File: src/rtl/uart_pkg.sv
// Shared UART definitions: FSM state codes, parity and line-level constants, counter width helper.
package uart_pkg;

  localparam logic [2:0] ST_IDLE   = 3'd0;
  localparam logic [2:0] ST_START  = 3'd1;
  localparam logic [2:0] ST_DATA   = 3'd2;
  localparam logic [2:0] ST_PARITY = 3'd3;
  localparam logic [2:0] ST_STOP   = 3'd4;
  localparam logic [2:0] ST_BREAK  = 3'd5;

  localparam logic PAR_EVEN   = 1'b0;
  localparam logic PAR_ODD    = 1'b1;
  localparam logic IDLE_LEVEL = 1'b1;

  // Counter width for values 0..n-1, never narrower than one bit.
  function automatic int uart_width(input int n);
    return (n <= 2) ? 1 : $clog2(n);
  endfunction

endpackage

File: src/rtl/uart_bit_timer.sv
// Bit-period counter: bit_done pulses in the last clk of each CLKS_PER_BIT period; clr holds it at 0.
// Zero latency from clr release to counting; no backpressure.
module uart_bit_timer
  import uart_pkg::*;
#(
  parameter int CLKS_PER_BIT = 16
) (
  input  logic clk,
  input  logic rst,
  input  logic clr,
  output logic bit_done
);

  localparam int PW = uart_width(CLKS_PER_BIT);
  localparam logic [PW-1:0] LAST = PW'(CLKS_PER_BIT - 1);

  logic [PW-1:0] cnt_q, cnt_d;

  assign bit_done = !clr && (cnt_q == LAST);

  always_comb begin
    cnt_d = cnt_q + 1'b1;
    if (clr || bit_done) cnt_d = '0;
  end

  always_ff @(posedge clk or posedge rst) begin
    if (rst) cnt_q <= '0;
    else     cnt_q <= cnt_d;
  end

endmodule

File: src/rtl/uart_tx_param.sv
// Parametrised UART transmitter: start, DATA_WIDTH bits LSB first, optional parity, STOP_BITS stops; tx_out falls on the accepting edge.
// data_ready only in IDLE or the last stop clk (back-to-back frames); optional line break under UART_TX_BREAK_EN.
module uart_tx_param
  import uart_pkg::*;
#(
  parameter int DATA_WIDTH   = 8,
  parameter int CLKS_PER_BIT = 16,
  parameter int STOP_BITS    = 1
) (
  input  logic                  clk,
  input  logic                  rst,
  input  logic [DATA_WIDTH-1:0] p_data,
  input  logic                  data_valid,
  output logic                  data_ready,
  input  logic                  par_en,
  input  logic                  par_typ,
`ifdef UART_TX_BREAK_EN
  input  logic                  send_break,
`endif
  output logic                  tx_out,
  output logic                  busy
);

  if (DATA_WIDTH < 5 || DATA_WIDTH > 9) begin : g_bad_data_width
    $error("uart_tx_param: DATA_WIDTH must be 5..9");
  end
  if (CLKS_PER_BIT < 2) begin : g_bad_clks_per_bit
    $error("uart_tx_param: CLKS_PER_BIT must be >= 2");
  end
  if (STOP_BITS != 1 && STOP_BITS != 2) begin : g_bad_stop_bits
    $error("uart_tx_param: STOP_BITS must be 1 or 2");
  end

  localparam int BW = uart_width(DATA_WIDTH);
  localparam logic [BW-1:0] LAST_DATA = BW'(DATA_WIDTH - 1);
  localparam logic [BW-1:0] LAST_STOP = BW'(STOP_BITS - 1);

  logic [2:0]            state_q, state_d;
  logic [BW-1:0]         bit_q, bit_d;
  logic [DATA_WIDTH-1:0] dat_q, dat_d;
  logic                  par_en_q, par_en_d;
  logic                  par_bit_q, par_bit_d;
  logic                  tx_q, tx_d;
  logic                  bit_done;
  logic                  frame_end;
  logic                  break_req;
  logic                  accept;

  uart_bit_timer #(.CLKS_PER_BIT(CLKS_PER_BIT)) u_timer (
    .clk      (clk),
    .rst      (rst),
    .clr      (state_q == ST_IDLE),
    .bit_done (bit_done)
  );

`ifdef UART_TX_BREAK_EN
  localparam int KW = uart_width(DATA_WIDTH + 3);
  localparam logic [KW-1:0] BRK_LAST = KW'(DATA_WIDTH + 2);

  logic [KW-1:0] brk_cnt_q, brk_cnt_d;
  logic          brk_hi_q, brk_hi_d;
  logic          brk_pend_q, brk_pend_d;

  // A request seen mid-frame is remembered and served at the frame boundary.
  assign break_req = send_break || brk_pend_q;
`else
  assign break_req = 1'b0;
`endif

  assign frame_end  = (state_q == ST_STOP) && bit_done && (bit_q == LAST_STOP);
  assign data_ready = ((state_q == ST_IDLE) || frame_end) && !break_req;
  assign accept     = data_valid && data_ready;
  assign tx_out     = tx_q;
  assign busy       = (state_q != ST_IDLE);

  always_comb begin
    state_d   = state_q;
    bit_d     = bit_q;
    dat_d     = dat_q;
    par_en_d  = par_en_q;
    par_bit_d = par_bit_q;
    tx_d      = tx_q;
`ifdef UART_TX_BREAK_EN
    brk_cnt_d  = brk_cnt_q;
    brk_hi_d   = brk_hi_q;
    brk_pend_d = brk_pend_q ||
                 (send_break && (state_q != ST_IDLE) && (state_q != ST_BREAK));
`endif
    if (accept) begin
      state_d   = ST_START;
      tx_d      = 1'b0;
      bit_d     = '0;
      dat_d     = p_data;
      par_en_d  = par_en;
      par_bit_d = (^p_data) ^ par_typ;
    end else begin
      case (state_q)
        ST_IDLE: begin
`ifdef UART_TX_BREAK_EN
          if (break_req) begin
            state_d    = ST_BREAK;
            tx_d       = 1'b0;
            brk_cnt_d  = '0;
            brk_hi_d   = 1'b0;
            brk_pend_d = 1'b0;
          end
`endif
        end
        ST_START: begin
          if (bit_done) begin
            state_d = ST_DATA;
            tx_d    = dat_q[0];
            dat_d   = dat_q >> 1;
            bit_d   = '0;
          end
        end
        ST_DATA: begin
          if (bit_done) begin
            if (bit_q == LAST_DATA) begin
              bit_d = '0;
              if (par_en_q) begin
                state_d = ST_PARITY;
                tx_d    = par_bit_q;
              end else begin
                state_d = ST_STOP;
                tx_d    = IDLE_LEVEL;
              end
            end else begin
              bit_d = bit_q + 1'b1;
              tx_d  = dat_q[0];
              dat_d = dat_q >> 1;
            end
          end
        end
        ST_PARITY: begin
          if (bit_done) begin
            state_d = ST_STOP;
            tx_d    = IDLE_LEVEL;
            bit_d   = '0;
          end
        end
        ST_STOP: begin
          if (bit_done) begin
            if (bit_q == LAST_STOP) begin
              state_d = ST_IDLE;
              tx_d    = IDLE_LEVEL;
              bit_d   = '0;
`ifdef UART_TX_BREAK_EN
              if (break_req) begin
                state_d    = ST_BREAK;
                tx_d       = 1'b0;
                brk_cnt_d  = '0;
                brk_hi_d   = 1'b0;
                brk_pend_d = 1'b0;
              end
`endif
            end else begin
              bit_d = bit_q + 1'b1;
            end
          end
        end
`ifdef UART_TX_BREAK_EN
        ST_BREAK: begin
          // Low for at least DATA_WIDTH+3 periods, then one high period before IDLE.
          if (bit_done) begin
            if (brk_hi_q) begin
              state_d  = ST_IDLE;
              brk_hi_d = 1'b0;
            end else if (brk_cnt_q == BRK_LAST) begin
              if (!send_break) begin
                tx_d     = IDLE_LEVEL;
                brk_hi_d = 1'b1;
              end
            end else begin
              brk_cnt_d = brk_cnt_q + 1'b1;
            end
          end
        end
`endif
        default: begin
          state_d = ST_IDLE;
          tx_d    = IDLE_LEVEL;
        end
      endcase
    end
  end

  always_ff @(posedge clk or posedge rst) begin
    if (rst) begin
      state_q   <= ST_IDLE;
      bit_q     <= '0;
      dat_q     <= '0;
      par_en_q  <= 1'b0;
      par_bit_q <= 1'b0;
      tx_q      <= IDLE_LEVEL;
    end else begin
      state_q   <= state_d;
      bit_q     <= bit_d;
      dat_q     <= dat_d;
      par_en_q  <= par_en_d;
      par_bit_q <= par_bit_d;
      tx_q      <= tx_d;
    end
  end

`ifdef UART_TX_BREAK_EN
  always_ff @(posedge clk or posedge rst) begin
    if (rst) begin
      brk_cnt_q  <= '0;
      brk_hi_q   <= 1'b0;
      brk_pend_q <= 1'b0;
    end else begin
      brk_cnt_q  <= brk_cnt_d;
      brk_hi_q   <= brk_hi_d;
      brk_pend_q <= brk_pend_d;
    end
  end
`endif

endmodule

File: config.mk
export PLATFORM = sky130hd
export DESIGN_NAME = uart_tx_param
export DESIGN_NICKNAME = d
export VERILOG_FILES = /design/src/rtl/uart_pkg.sv /design/src/rtl/uart_bit_timer.sv /design/src/rtl/uart_tx_param.sv
export SDC_FILE = /design/constraint.sdc
export NUM_CORES = 1
export LEC_CHECK = 0
export ABC_AREA = 1
export BUFFER_PORTS_ARGS = -buffer_cell sky130_fd_sc_hd__buf_2
export CORE_MARGIN = 2
export CORE_UTILIZATION = 50
export CTS_BUF_LIST = sky130_fd_sc_hd__clkbuf_8
export CTS_CLUSTER_DIAMETER = 200
export CTS_CLUSTER_SIZE = 28
export DETAILED_ROUTE_END_ITERATION = 10
export GPL_TIMING_DRIVEN = 0
export HOLD_SLACK_MARGIN = 0.15
export PLACE_DENSITY = 0.7
export RECOVER_POWER = 25
export SLEW_MARGIN = 0
export SYNTH_ARGS = -nofsm -noshare
export SYNTH_HDL_FRONTEND = slang
export SYNTH_HIERARCHICAL = 1
export SYNTH_SLANG_ARGS = --single-unit
File: constraint.sdc
create_clock -name clk -period 3.09 [get_ports clk]
set_input_delay 0.4635 -clock clk [delete_from_list [all_inputs] [get_ports clk]]
set_output_delay 0.4635 -clock clk [all_outputs]
set_load 0.05 [all_outputs]
Word level (Yosys, flattened, before mapping)
Cells that the tools add are included.
{"block": "word_totals", "register_bits": 21, "latch_bits": 0, "ramBits": 0, "romBits": 0, "elab_cells": 74, "memories": 0}
{"block": "classes", "addsub": 2, "mul": 0, "div_mod_pow": 0, "magnitude_cmp": 0, "n_eq_ne": 15, "n_shift": 0, "muxes": 31, "n_bitwise": 1, "n_reduce_logical": 18}
{"cell": "$mux 3", "count": 14}
{"cell": "$mux 8", "count": 4}
{"cell": "$ne 3x3->1 const B", "count": 6}
{"cell": "$pmux 8 s2", "count": 1}
{"cell": "$pmux 3 s5", "count": 1}
{"cell": "$pmux 3 s3", "count": 1}
{"cell": "$mux 1", "count": 8}
{"cell": "$reduce_and 4->1", "count": 2}
{"cell": "$reduce_xor 8->1", "count": 1}
{"cell": "$reduce_and 7->1", "count": 1}
{"cell": "$eq 3x2->1 const B", "count": 2}
{"cell": "$eq 3x3->1 const B", "count": 2}
{"cell": "$logic_not 3->1", "count": 2}
{"cell": "$reduce_and 6->1", "count": 1}
{"cell": "$reduce_bool 3->1", "count": 2}
{"cell": "$pmux 1 s5", "count": 1}
{"cell": "$add 4x1->4 const B", "count": 1}
{"cell": "$eq 4x4->1 const B", "count": 1}
{"cell": "$logic_and 1x1->1", "count": 4}
{"cell": "$mux 4", "count": 1}
{"cell": "$reduce_bool 4->1", "count": 1}
{"cell": "$add 3x1->3 const B", "count": 1}
{"cell": "$eq 3x1->1 const B", "count": 1}
{"cell": "$ne 3x1->1 const B", "count": 1}
{"cell": "6 further kinds", "count": 7}

Logic depth before layout (Yosys ltp)
{"block": "depth", "ltp_word": 9, "mapped_depth": 13}

By module
The synthesis kept the hierarchy.
{"mod": "uart_tx_param", "instances": 1, "cells_each": 182, "area_per_inst_um2": 1272.5}
{"mod": "uart_bit_timer", "instances": 1, "cells_each": 20, "area_per_inst_um2": 197.7}

Worst setup path after synthesis
Ideal clock, no wire load.
{"block": "synth_path", "path_kind": "register to output", "startpoint": "register state_q[0]", "endpoint": "output data_ready", "arrival_time_ps": 2532, "t_required_ps": 2626, "path_slack_ps": 94, "stages_incl_launch_ff": 7, "n_path_buf": 0, "path_cell_list": "dfrtp_1 -> nor2_4 -> nand2_1 -> inv_1 -> nor3_1 -> nand3_1 -> a21oi_1"}
{"block": "synth_between", "elab_chain_cells": 6}
{"item": "from (decl)", "line": "uart_tx_param.sv:38", "source": "logic [2:0] state_q, state_d;"}
{"item": "from (signal assigned)", "line": "uart_tx_param.sv:197", "source": "state_q <= state_d;"}
{"item": "$logic_not 3->1", "line": "uart_tx_param.sv:52", "source": ".clr (state_q == ST_IDLE),"}
{"item": "$logic_not 1->1", "line": "uart_bit_timer.sv:19", "source": "assign bit_done = !clr && (cnt_q == LAST);"}
{"item": "$logic_and 1x1->1", "line": "uart_bit_timer.sv:19"}
{"item": "named net bit_done", "line": "uart_tx_param.sv:44", "source": "logic bit_done;"}
{"item": "$logic_and 1x1->1 (2 in series)", "line": "uart_tx_param.sv:70", "source": "assign frame_end = (state_q == ST_STOP) && bit_done && (bit_q == LAST_STOP);"}
{"item": "$logic_or 1x1->1", "line": "uart_tx_param.sv:71", "source": "assign data_ready = ((state_q == ST_IDLE) || frame_end) && !break_req;"}
{"item": "to (decl)", "line": "uart_tx_param.sv:14", "source": "output logic data_ready,"}
The timed path passes the listed nets, and every way through them passes these cells.

Final worst setup path
{"block": "layout_path", "startpoint": "register state_q[1]", "endpoint": "output data_ready"}
Same word-level chain as after synthesis.

==> metrics.txt <==
status=completed; sequential area share after synthesis=35.8%; Die Ht=58.2 um; I/O Buffers=15; CTS root buf=clkbuf_8; hold path cells=3; total vias in the final route=1298; TNS Setup=0 ns; Lkg Pwr=0.892 nW; Worst-path clk slew=0.07 ns; row count=19; initial antenna violation count=0; final wirelength=2710 um; Worst R2R Path Depth=11; Final #Nets=240; Least-Margin Pin Slew=0.803 ns; number of global-route vias before repair=1231; routability cong.=0.833; Synth Net Count=219; Clock Path Buffers=2; mean number of vias per cell=5.13; worst skew pair latency=0.26 ns; CP Max Fanout=7; Num CTS Buffers=3; core area=2780 um2; Syn-to-layout area delta=10.7%; Num Clock Sinks=21; die area=3390 um2; Fin. Hold Viols=0; grt ovf=0; Setup crit end kind=output port; Critical Path Start Type=flip-flop; r2r setup slk=0.57 ns; peak supply drop=0.185 mV; post-layout util=58.5%; Top delay family on crit path=simple AND/OR/NAND/NOR gates; starting DRC count in detailed routing=60; first-pass GRT wire length=4990 um; Worst path max stage delay=0.68 ns; largest net degree at the start of global routing=18; drc violations=0; Setup Skew=0.00556 ns; post-synthesis cell count=202; HPWL after detailed placement=2140 um; share of cells above drive strength 1=22.1%; Crit-path slowest cell=nor3_1; mapped cell area=1470 um2; headroom to the max-slew limit=46.1%; Sequential Area=527 um2; Horiz. Die Dim=58.2 um; ant diodes=0; Hold EP=par_en_q; Worst Path Required=2.63 ns; Initial Util=52.9%; RR Startpoint=state_q[1]; CTS resizes=0; WP buf/inv=2; antenna viol nets, final=0; DRT Pass-1 Iters=4; H-tree depth=1; global router's overall resource usage=18.7%; setup repair after global routing missed its margin=false; Tcrit/Tclk final=92.5%; post-layout min period=2.86 ns; Netlist cell types=30; max-slew violations=0; CTS tree=done; Final setup viols=0; Power Density=299 nW/um2; FF+latch count, synth=21; Synth warnings=6; Cell Chain, Critical Path=nor2_4 -> nand2_1 -> inv_1 -> nor3_1 -> nand3_1 -> a21oi_1 -> buf_2; f_max=0.350 GHz; max cap viols=0; reg2reg end=dat_q[2]; # fillers=274; Mean Syn Cell Area=7.28 um2; Post-CTS Repair Setup Buffers=0; HP Start=par_en; HP Class=primary input to flip-flop; CP Class=flip-flop to output port; Multi-input gate area=767 um2; io pins=16; DR WL/cell=10.7 um; critical path data arrival time=2.40 ns
-- registers in the layout, indices dropped and copies added (netlist names) --
name / count
bit_q: 3
par_en_q: 1
state_q: 3
tx_out: 1
u_timer/cnt_q: 4
par_bit_q: 1
dat_q: 8
-- synthesized netlist by cell type (all sizes together) --
cell type	instances	area (um2)
buf	3	42.5
nor2	8	50.0
dfstp	1	26.3
nand3b	2	15.0
ha	4	50.1
nor3b	1	7.51
nand3	19	123
dfrtp	20	500
a31oi	1	6.26
and2	2	12.5
nor3	1	5.00
nand2	82	328
nand4	6	37.5
xor2	1	8.76
o21ai	14	92.6
inv	32	123
a21oi	4	23.8
o21bai	1	18.8
-- worst max-delay path by stage --
stage                     startpoint          to  slack [ns]  cells after the start
after floorplan           state_q[0]  data_ready        0.09                      6
after global placement    state_q[1]  data_ready        0.57                      7
after detailed placement  state_q[1]  data_ready        0.52                      7
after CTS                 state_q[1]  data_ready        0.23                      7
after global routing      state_q[1]  data_ready        0.03                      7
final                     state_q[1]  data_ready        0.23                      7
-- tightest hold or removal path, delay by kind of cell --
kind	cells	cell delay, ns
AND/OR/NAND/NOR	2	0.08
buffers and inverters	1	0.07
-- cell families after synthesis --
kind of cell,count (synthesis),synth area share (%)
adders and majority gates,4,3.40
buffers and inverters,35,11.2
and+or+nand+nor,121,39.3
AOI/OAI and AO/OA,20,9.62
xor gates and xnor gates,1,0.596
DFF,21,35.8
-- cell usage in the layout (no fill, tap or decap) --
master / count
nand3_1: 15
clkbuf_8: 3
xor2_1: 1
o21ai_2: 6
buf_6: 2
o21ai_1: 4
dlygate4sd3_1: 1
a21oi_2: 1
nor3_1: 1
a21oi_1: 3
nand3_2: 3
and2_1: 2
inv_2: 5
dfrtp_1: 20
clkinv_2: 1
ha_1: 4
nand2_4: 1
a31oi_1: 1
o21bai_1: 1
nand3_4: 1
o21ai_0: 4
nor2_1: 4
nand4_1: 6
nand2_1: 76
nand3b_1: 2
clkbuf_1: 1
nand2_2: 5
inv_4: 1
dfstp_2: 1
buf_12: 1
nor2_4: 2
inv_1: 26
buf_2: 14
nor2_2: 2
nor3b_1: 1
-- per-stage QoR --
stage          std cells  hold WS, ns  instance area, um2  setup WS (ns)  total power [mW]
5_1_grt              253        0.411                1630         0.0307             0.510
2_1_floorplan        202        0.230                1470         0.0943             0.301
3_5_place_dp         248        0.362                1580          0.517             0.315
3_3_place_gp         248        0.352                1580          0.571             0.314
6_report             253        0.400                1630          0.230             0.487
4_1_cts              253        0.397                1640          0.230             0.493
-- power breakdown --
part | leakage (nW) | internal (mW) | total [mW] | switching, mW
clock | 0.0255 | 0.0896 | 0.177 | 0.0878
sequential | 0.265 | 0.275 | 0.275 | 0
combinational | 0.602 | 0.0136 | 0.0353 | 0.0217
total | 0.892 | 0.378 | 0.487 | 0.110
-- cell type report --
class,instances,area share [%]
Tap cell,31,2.38
Sequential cell,21,32.4
Clock inverter,1,0.307
Timing Repair Buffer,16,5.15
Buffer,3,2.61
Inverter,32,7.53
Clock buffer,3,2.54
Multi-Input combinational cell,146,47.1
-- what timing repair did --
action | CTS | global route
hold endpoints to repair | 4 | 0
hold buffers | 1 | 0
setup endpoints to repair | 0 | 0
-- per-layer routing --
metal / GRT usage [%] / wire, um / vias up
li1: - / - / 676
met1: 22.9 / 1310 / 591
met2: 33.4 / 1290 / 27
met3: 3.35 / 81 / 4
met4: 4.98 / 24 / 0
met5: 0 / 0 / -
Note: power is estimated with default switching activity, not from simulation.
